[src/rtl/rv_wb_unit.sv]
// rv_wb_unit -- register-file writeback arbiter.
//
// Merges two writeback sources onto a single register-file write port:
//   * the execute stage (ALU), which is written straight through, and
//   * the load unit (LSU), whose results queue in a small in-order FIFO.
// One write is issued per cycle.
//
// Arbitration:
//   * A full FIFO always drains first; ALU ready is low in that case.
//   * Otherwise an ALU handshake wins.
//   * Otherwise a non-empty FIFO pops its head.
// Writes appear on the write port one cycle after selection.
// Writes to x0 are accepted and consumed but never assert wr_en_o.
//
// Parameters:
//   LSU_DEPTH     load-result FIFO depth (power of two, >= 2)
//
// Ports:
//   clk_i, rst_ni                   clock, async active-low reset
//   alu_valid_i/alu_ready_o         ALU writeback handshake
//   alu_addr_i/alu_data_i           ALU destination register and value
//   lsu_valid_i/lsu_ready_o         LSU writeback handshake
//   lsu_addr_i/lsu_data_i           LSU destination register and value
//   wr_en_o/wr_addr_o/wr_data_o     registered register-file write port
//
// Optional feature (macro RV_WB_HAZARD_EN):
//   query_addr_i  register to look up
//   query_hit_o   high when a write to that register is still in flight
//                 (buffered in the FIFO or on the write port this cycle)

module rv_wb_unit #(
    parameter int LSU_DEPTH = 2
) (
    input  logic        clk_i,
    input  logic        rst_ni,
    input  logic        alu_valid_i,
    output logic        alu_ready_o,
    input  logic [4:0]  alu_addr_i,
    input  logic [31:0] alu_data_i,
    input  logic        lsu_valid_i,
    output logic        lsu_ready_o,
    input  logic [4:0]  lsu_addr_i,
    input  logic [31:0] lsu_data_i,
    output logic        wr_en_o,
    output logic [4:0]  wr_addr_o,
    output logic [31:0] wr_data_o
`ifdef RV_WB_HAZARD_EN
    ,
    input  logic [4:0]  query_addr_i,
    output logic        query_hit_o
`endif
);

    localparam int PTR_W = $clog2(LSU_DEPTH);
    localparam int CNT_W = $clog2(LSU_DEPTH + 1);
    localparam logic [CNT_W-1:0] DEPTH_C = CNT_W'(LSU_DEPTH);

    // FIFO control and storage
    logic [PTR_W-1:0] rd_ptr_q, rd_ptr_d;
    logic [PTR_W-1:0] wr_ptr_q, wr_ptr_d;
    logic [CNT_W-1:0] count_q, count_d;
    logic [4:0]       fifo_addr_q [LSU_DEPTH];
    logic [31:0]      fifo_data_q [LSU_DEPTH];

    // Write-port registers
    logic        wr_en_q, wr_en_d;
    logic [4:0]  wr_addr_q, wr_addr_d;
    logic [31:0] wr_data_q, wr_data_d;

    logic        fifo_full;
    logic        fifo_empty;
    logic        alu_fire;
    logic        lsu_fire;
    logic        pop;
    logic        sel_valid;
    logic [4:0]  sel_addr;
    logic [31:0] sel_data;

    assign fifo_full  = (count_q == DEPTH_C);
    assign fifo_empty = (count_q == '0);

    // Both sources stall together on a full FIFO. This reserves the write
    // slot for draining it, so the ALU cannot starve the load queue.
    assign alu_ready_o = (count_q < DEPTH_C);
    assign lsu_ready_o = (count_q < DEPTH_C);

    assign alu_fire = alu_valid_i && alu_ready_o;
    assign lsu_fire = lsu_valid_i && lsu_ready_o;

    // Stage 0: pick this cycle's write
    always_comb begin
        pop       = 1'b0;
        sel_valid = 1'b0;
        sel_addr  = alu_addr_i;
        sel_data  = alu_data_i;
        if (fifo_full) begin
            pop       = 1'b1;
            sel_valid = 1'b1;
            sel_addr  = fifo_addr_q[rd_ptr_q];
            sel_data  = fifo_data_q[rd_ptr_q];
        end else if (alu_fire) begin
            sel_valid = 1'b1;
        end else if (!fifo_empty) begin
            pop       = 1'b1;
            sel_valid = 1'b1;
            sel_addr  = fifo_addr_q[rd_ptr_q];
            sel_data  = fifo_data_q[rd_ptr_q];
        end
    end

    // Pointers are PTR_W bits wide, so they wrap modulo the power-of-two
    // depth without explicit compare logic.
    always_comb begin
        wr_ptr_d = wr_ptr_q;
        rd_ptr_d = rd_ptr_q;
        count_d  = count_q;
        if (lsu_fire) begin
            wr_ptr_d = wr_ptr_q + PTR_W'(1);
        end
        if (pop) begin
            rd_ptr_d = rd_ptr_q + PTR_W'(1);
        end
        if (lsu_fire && !pop) begin
            count_d = count_q + CNT_W'(1);
        end else if (!lsu_fire && pop) begin
            count_d = count_q - CNT_W'(1);
        end
    end

    // An x0 write is consumed silently. The address and data registers keep
    // their previous value, just as in a cycle with no write.
    always_comb begin
        wr_en_d   = sel_valid && (sel_addr != 5'd0);
        wr_addr_d = wr_addr_q;
        wr_data_d = wr_data_q;
        if (wr_en_d) begin
            wr_addr_d = sel_addr;
            wr_data_d = sel_data;
        end
    end

    // Stage 0 -> 1: control and write-port registers
    always_ff @(posedge clk_i or negedge rst_ni) begin
        if (!rst_ni) begin
            rd_ptr_q  <= '0;
            wr_ptr_q  <= '0;
            count_q   <= '0;
            wr_en_q   <= 1'b0;
            wr_addr_q <= '0;
            wr_data_q <= '0;
        end else begin
            rd_ptr_q  <= rd_ptr_d;
            wr_ptr_q  <= wr_ptr_d;
            count_q   <= count_d;
            wr_en_q   <= wr_en_d;
            wr_addr_q <= wr_addr_d;
            wr_data_q <= wr_data_d;
        end
    end

    // FIFO payload. This storage is not reset: only slots covered by count_q
    // are ever read.
    always_ff @(posedge clk_i) begin
        if (lsu_fire) begin
            fifo_addr_q[wr_ptr_q] <= lsu_addr_i;
            fifo_data_q[wr_ptr_q] <= lsu_data_i;
        end
    end

    assign wr_en_o   = wr_en_q;
    assign wr_addr_o = wr_addr_q;
    assign wr_data_o = wr_data_q;

`ifdef RV_WB_HAZARD_EN
    logic [PTR_W-1:0] scan_ptr;

    // Scan the occupied FIFO slots from the head, and also the write
    // currently on the port, because the register file has not absorbed it.
    always_comb begin
        query_hit_o = 1'b0;
        scan_ptr    = rd_ptr_q;
        for (int i = 0; i < LSU_DEPTH; i++) begin
            scan_ptr = rd_ptr_q + PTR_W'(i);
            if ((CNT_W'(i) < count_q) && (fifo_addr_q[scan_ptr] == query_addr_i)) begin
                query_hit_o = 1'b1;
            end
        end
        if (wr_en_q && (wr_addr_q == query_addr_i)) begin
            query_hit_o = 1'b1;
        end
        if (query_addr_i == 5'd0) begin
            query_hit_o = 1'b0;
        end
    end
`endif

endmodule

[config.mk]
export PLATFORM = sky130hd
export DESIGN_NAME = rv_wb_unit
export DESIGN_NICKNAME = d
export VERILOG_FILES = /design/src/rtl/rv_wb_unit.sv
export SDC_FILE = /design/constraint.sdc
export NUM_CORES = 1
export LEC_CHECK = 0
export ABC_AREA = 1
export CORE_MARGIN = 2
export CORE_UTILIZATION = 30
export CTS_BUF_LIST = sky130_fd_sc_hd__clkbuf_4 sky130_fd_sc_hd__clkbuf_8
export DETAILED_ROUTE_END_ITERATION = 8
export GPL_TIMING_DRIVEN = 0
export PLACE_DENSITY = 0.61
export SYNTH_ARGS = -nofsm -noshare
export SYNTH_HDL_FRONTEND = slang
export SYNTH_SLANG_ARGS = --single-unit
[constraint.sdc]
create_clock -name clk_i -period 4.7 [get_ports clk_i]
set_input_delay 0.47 -clock clk_i [delete_from_list [all_inputs] [get_ports clk_i]]
set_output_delay 0.47 -clock clk_i [all_outputs]
set_load 0.02 [all_outputs]
Word level (Yosys, flattened, before mapping)
Memory sizes are Yosys's and may differ from the RTL's. Cells that the tools add are included. Widths: inputs -> output; s select.

Add/sub/neg operators: 4. Magnitude comparators: 1. Eq/ne operators: 1. Mux-type cells: 15. Reductions and logical operators: 10.

Operators with widths (number): $mux 32 (3); $mux 5 (3); $mux 1 (7); $logic_and 1x1->1 (5); $reduce_bool 5->1 (1); $mux 2 (2); $add 1x1->1 const B (2); $add 2x1->2 const B (1); $eq 2x2->1 const B (1); $logic_not 1->1 (2); $logic_not 2->1 (1); $lt 2x2->1 const B (1); $reduce_bool 2->1 (1); $sub 2x1->2 const B (1).

Flip-flop bits (word level): 42. RAM bits: 74. Bits of input ports: 78. Word-level logic and storage cells: 39. Memories: 2.

Memory list: fifo_data_q (depth 2, width 32, rd ports 1, clocked after Yosys merged registers in 0, wr ports 1, line 63) `logic [31:0] fifo_data_q [LSU_DEPTH];`; fifo_addr_q (depth 2, width 5, rd ports 1, clocked after Yosys merged registers in 0, wr ports 1, line 62) `logic [4:0] fifo_addr_q [LSU_DEPTH];`.

Logic depth before layout (Yosys ltp)
Word-level depth: 7. Mapped depth: 12. Depth with buffers taken out: 10.

Least setup slack after synthesis
Ideal clock, no wire load.

Kind: flip-flop to flip-flop. From: register count_q[1]. To: memory fifo_addr_q[0][0], enable pin. Arrival time: 2.269 ns. Setup slack: 2.000 ns. Cell stages (with the launch flop): 4. Path buffers: 0. Clock period less this slack: 2.700 ns. Cells stage by stage: dfrtp_1 inv_2 nand2_1 nor2_1.

Longest elaborated chain between the ends: 4.

Ends and longest elaborated chain: start: declaration (line 61) `logic [CNT_W-1:0] count_q, count_d;`; start signal: assignment (line 154) `count_q <= count_d;`; $lt 2x2->1; net alu_ready_o (line 37) `output logic alu_ready_o,`; $logic_and 1x1->1 (line 88) `assign lsu_fire = lsu_valid_i && lsu_ready_o;`; $mux 1 (line 164) `if (lsu_fire) begin`; $mux 1 (not written as such) (line 165) `fifo_addr_q[wr_ptr_q] <= lsu_addr_i;`; end: declaration (line 62).

The timed path passes the listed nets, and every way through them passes these cells.

Worst setup path in the final report
From: register count_q[1]. To: output lsu_ready_o.

Longest elaborated chain between the ends: 1.

Ends and longest elaborated chain: $lt 2x2->1 (line 85) `assign lsu_ready_o = (count_q < DEPTH_C);`; end: declaration (line 41) `output logic lsu_ready_o,`.

Every way passes these cells.

==> reports/metrics.cfg <==
[status]
run_status = complete, no violations

[sta]
post-route-period-util = 0.4591
setup_repair_after_global_routing_missed_its_margin = no
relSlewSlack = 0.5919
clock_skew_ps = 8.343
setup_tns_ps = 0
setup_violations = 0
slew_viol_final = 0
hold_viol = 0
period_needed_ps = 2158
maxClockFrequency_mhz = 463.4
worst_slew_pin_slew_ps = 610.7

[logic_synthesis]
post_synth_top_area_share = 0.4613
synth_sequential_area_ratio = 0.6795
cell_types_with_the_highest_counts_after_synthesis = 166 x sky130_fd_sc_hd__nand2_1, 74 x sky130_fd_sc_hd__edfxtp_1, 71 x sky130_fd_sc_hd__nand3_1, 42 x sky130_fd_sc_hd__dfrtp_1, 39 x sky130_fd_sc_hd__inv_1
async_reset_ff_frac = 0.3621
synth_ff_type = sky130_fd_sc_hd__edfxtp_1
cells_after_synthesis = 469
post_synth_num_cell_types = 20
synth_top_cells_by_area = sky130_fd_sc_hd__edfxtp_1 46%, sky130_fd_sc_hd__dfrtp_1 22%, sky130_fd_sc_hd__nand2_1 13%
post_synth_top_area_cell = sky130_fd_sc_hd__edfxtp_1
synthesis.nets = 548
synth.cell_area_mm2 = 0.004817
ys_ff_latch = 116
postSynthAreaPerCell_um2 = 10.27
synth_warnings = 0
synth.most_common_cell = sky130_fd_sc_hd__nand2_1
count_of_flip_flops_with_a_built_in_enable_after_synthesis = 74

[floorplan]
placeableCoreArea_mm2 = 0.01577
initial_utilization = 0.3055
die-height_um = 130.7
design.die.area_mm2 = 0.01709
dieWidth_um = 130.7
rows = 46
boundaryPins = 118

[placed_design]
gp_routability_congestion = 0.8091
dpl-instance-area_mm2 = 0.006344
dpl.hpwl_mm = 9.104
port_buffers = 117

[setup_path]
critical-path-max-stage-delay_ps = 590
critPathSlowestCell = sky130_fd_sc_hd__clkdlybuf4s50_1
worstPathRequired_ps = 4230
timing.critical_path.arrival_ps = 1690
cp_cell_sequence = inv_2, buf_4, clkdlybuf4s50_1
worstSetupStartpointType = flop
endpoint_kind = output port
worst-setup-path-type = reg2out
critical_path_peak_fanout = 9

[global_routing]
maximum_number_of_pins_on_one_net_before_global_route_repair = 42
initial_antenna_violation_count = 0
grt.total_usage = 0.1510
grt_pass1_wl_mm = 19.35
grt_pass1_vias = 3706
grt_ovf = 0

[power]
power_leakage_nw = 2.883
ir_worst_vdd_mv = 0.2027
power.total_mw = 4.639
p_per_area_mw_per_mm2 = 682.2

[layout]
n_antenna_cell = 0
layout.nets = 688
layout.cell_area.non_filler_mm2 = 0.006800
final_layout_size_suffix_gt1_frac = 0.09486
area_delta_synth_final_pct = 41.17

[clock_tree]
clock_tree.buffer_depth = 2
worst_setup_hold_path_clk_slew_ps = 70
cts_inserted_buffers = 17
clock-root-buffer = sky130_fd_sc_hd__clkbuf_8
clk_latency_ps = 420
cts-htree-levels = 4
tritoncts_num_sinks = 116
tritoncts_clock_tree = yes

[route]
top_layer_used = met4
detailroute.via_count = 3609
wire_per_inst_um = 14.53
met3RoutedLength_um = 551
totalWireLength_mm = 12.18
first_pass_iters = 4
met2RoutedLength_mm = 6.012
detail_route.drc_violations = 0
drt.antenna.violating_nets = 0
viasPerCell = 4.307
wl_met1_mm = 5.395
initialDrtViolationCount = 226

[flow_run]
max-cap-violations = 0

[worst_hold_path]
worstHoldPathType = in2async

where the power goes:
group	total (mW)	internal (mW)	switching, mW
registers	1.57	1.43	0.138
logic	2.04	0.824	1.22
clock network	1.03	0.650	0.381
stage by stage:
step                hold slack, ps  utilization  instances  setup WS [ps]
detailed placement           269.9       0.4023        805           2384
finish                       369.5       0.4312        838           2542
floorplan                    174.4            -        469           2000
CTS                          349.6       0.4312        838           2506
global placement             457.4       0.3969        802          710.1
global route                 369.8       0.4312        838           2460
registers in the layout (all words and copies together) (netlist names):
signal       count
fifo_addr_q     10
count_q          2
wr_addr_o        5
wr_data_o       32
fifo_data_q     64
rd_ptr_q         1
wr_ptr_q         1
wr_en_o          1
cell families (layout without fill, tap and decap cells):
family,after synthesis,after routing,synth area share
xor gates and xnor gates,4,4,0.007274
adders and majority gates,1,1,0.002597
AOI/OAI and AO/OA,36,36,0.03792
buffers and inverters,67,220,0.06052
DFF,116,116,0.6795
and+or+nand+nor,245,245,0.2122
per-layer routing:
metal / track usage / vias up
li1: - / 1824
met1: 0.1924 / 1682
met2: 0.2518 / 90
met3: 0.03664 / 13
met4: 0.05444 / 0
met5: 0 / -
cell type report:
| type | instances | area (um2) |
|---|---|---|
| fillers | 1546 | 8970 |
| flip-flops and latches | 116 | 3273 |
| multi-input cells | 286 | 1267 |
| repair buffers | 121 | 1251 |
| well taps | 216 | 270.3 |
| clock buffers | 21 | 264.0 |
| clock inverters | 11 | 182.7 |
| inverters | 41 | 153.9 |
| plain buffers | 26 | 137.6 |
timing repair:
action,CTS,global route
resized for setup,0,0
endpoints found under the hold margin,1,0
setup buffers,0,0
hold buffers,1,0
placed cells by master (no fill, tap or decap), types with 3 or more instances in the layout:
cell type                         Yosys  final
sky130_fd_sc_hd__clkbuf_1             9      9
sky130_fd_sc_hd__o21ai_0             33     33
sky130_fd_sc_hd__bufinv_16            0      5
sky130_fd_sc_hd__xor2_1               3      3
sky130_fd_sc_hd__clkbuf_8             0     17
sky130_fd_sc_hd__inv_1               39     39
sky130_fd_sc_hd__clkinv_2             0      5
sky130_fd_sc_hd__dfrtp_1             42     42
sky130_fd_sc_hd__clkbuf_4             0      4
sky130_fd_sc_hd__nand2_1            166    166
sky130_fd_sc_hd__buf_6                3      3
sky130_fd_sc_hd__clkdlybuf4s50_1      0    116
sky130_fd_sc_hd__nand2_2              3      3
sky130_fd_sc_hd__buf_2               11     12
sky130_fd_sc_hd__edfxtp_1            74     74
sky130_fd_sc_hd__nand3_1             71     71
critical path: cells and delay by family (launching register included):
kind	cells	cell delay [ps]
flops	1	390
buf+inv	3	880
final timing paths:
path | cells past startpoint | start | to | slack [ps]
min in group clk_i | 2 | wr_data_o[16] | wr_data_o[16] | 470
setup / recovery | 3 | count_q[1] | lsu_ready_o | 2540
hold reg to reg | 2 | wr_data_o[16] | wr_data_o[16] | 470
hold / removal | 2 | rst_ni | wr_en_o | 370
max in group asynchronous | 3 | rst_ni | wr_data_o[29] | 3910
setup reg to reg | 4 | count_q[1] | fifo_data_q[0][12] | 2850
Note: power is estimated with default switching activity, not from simulation.
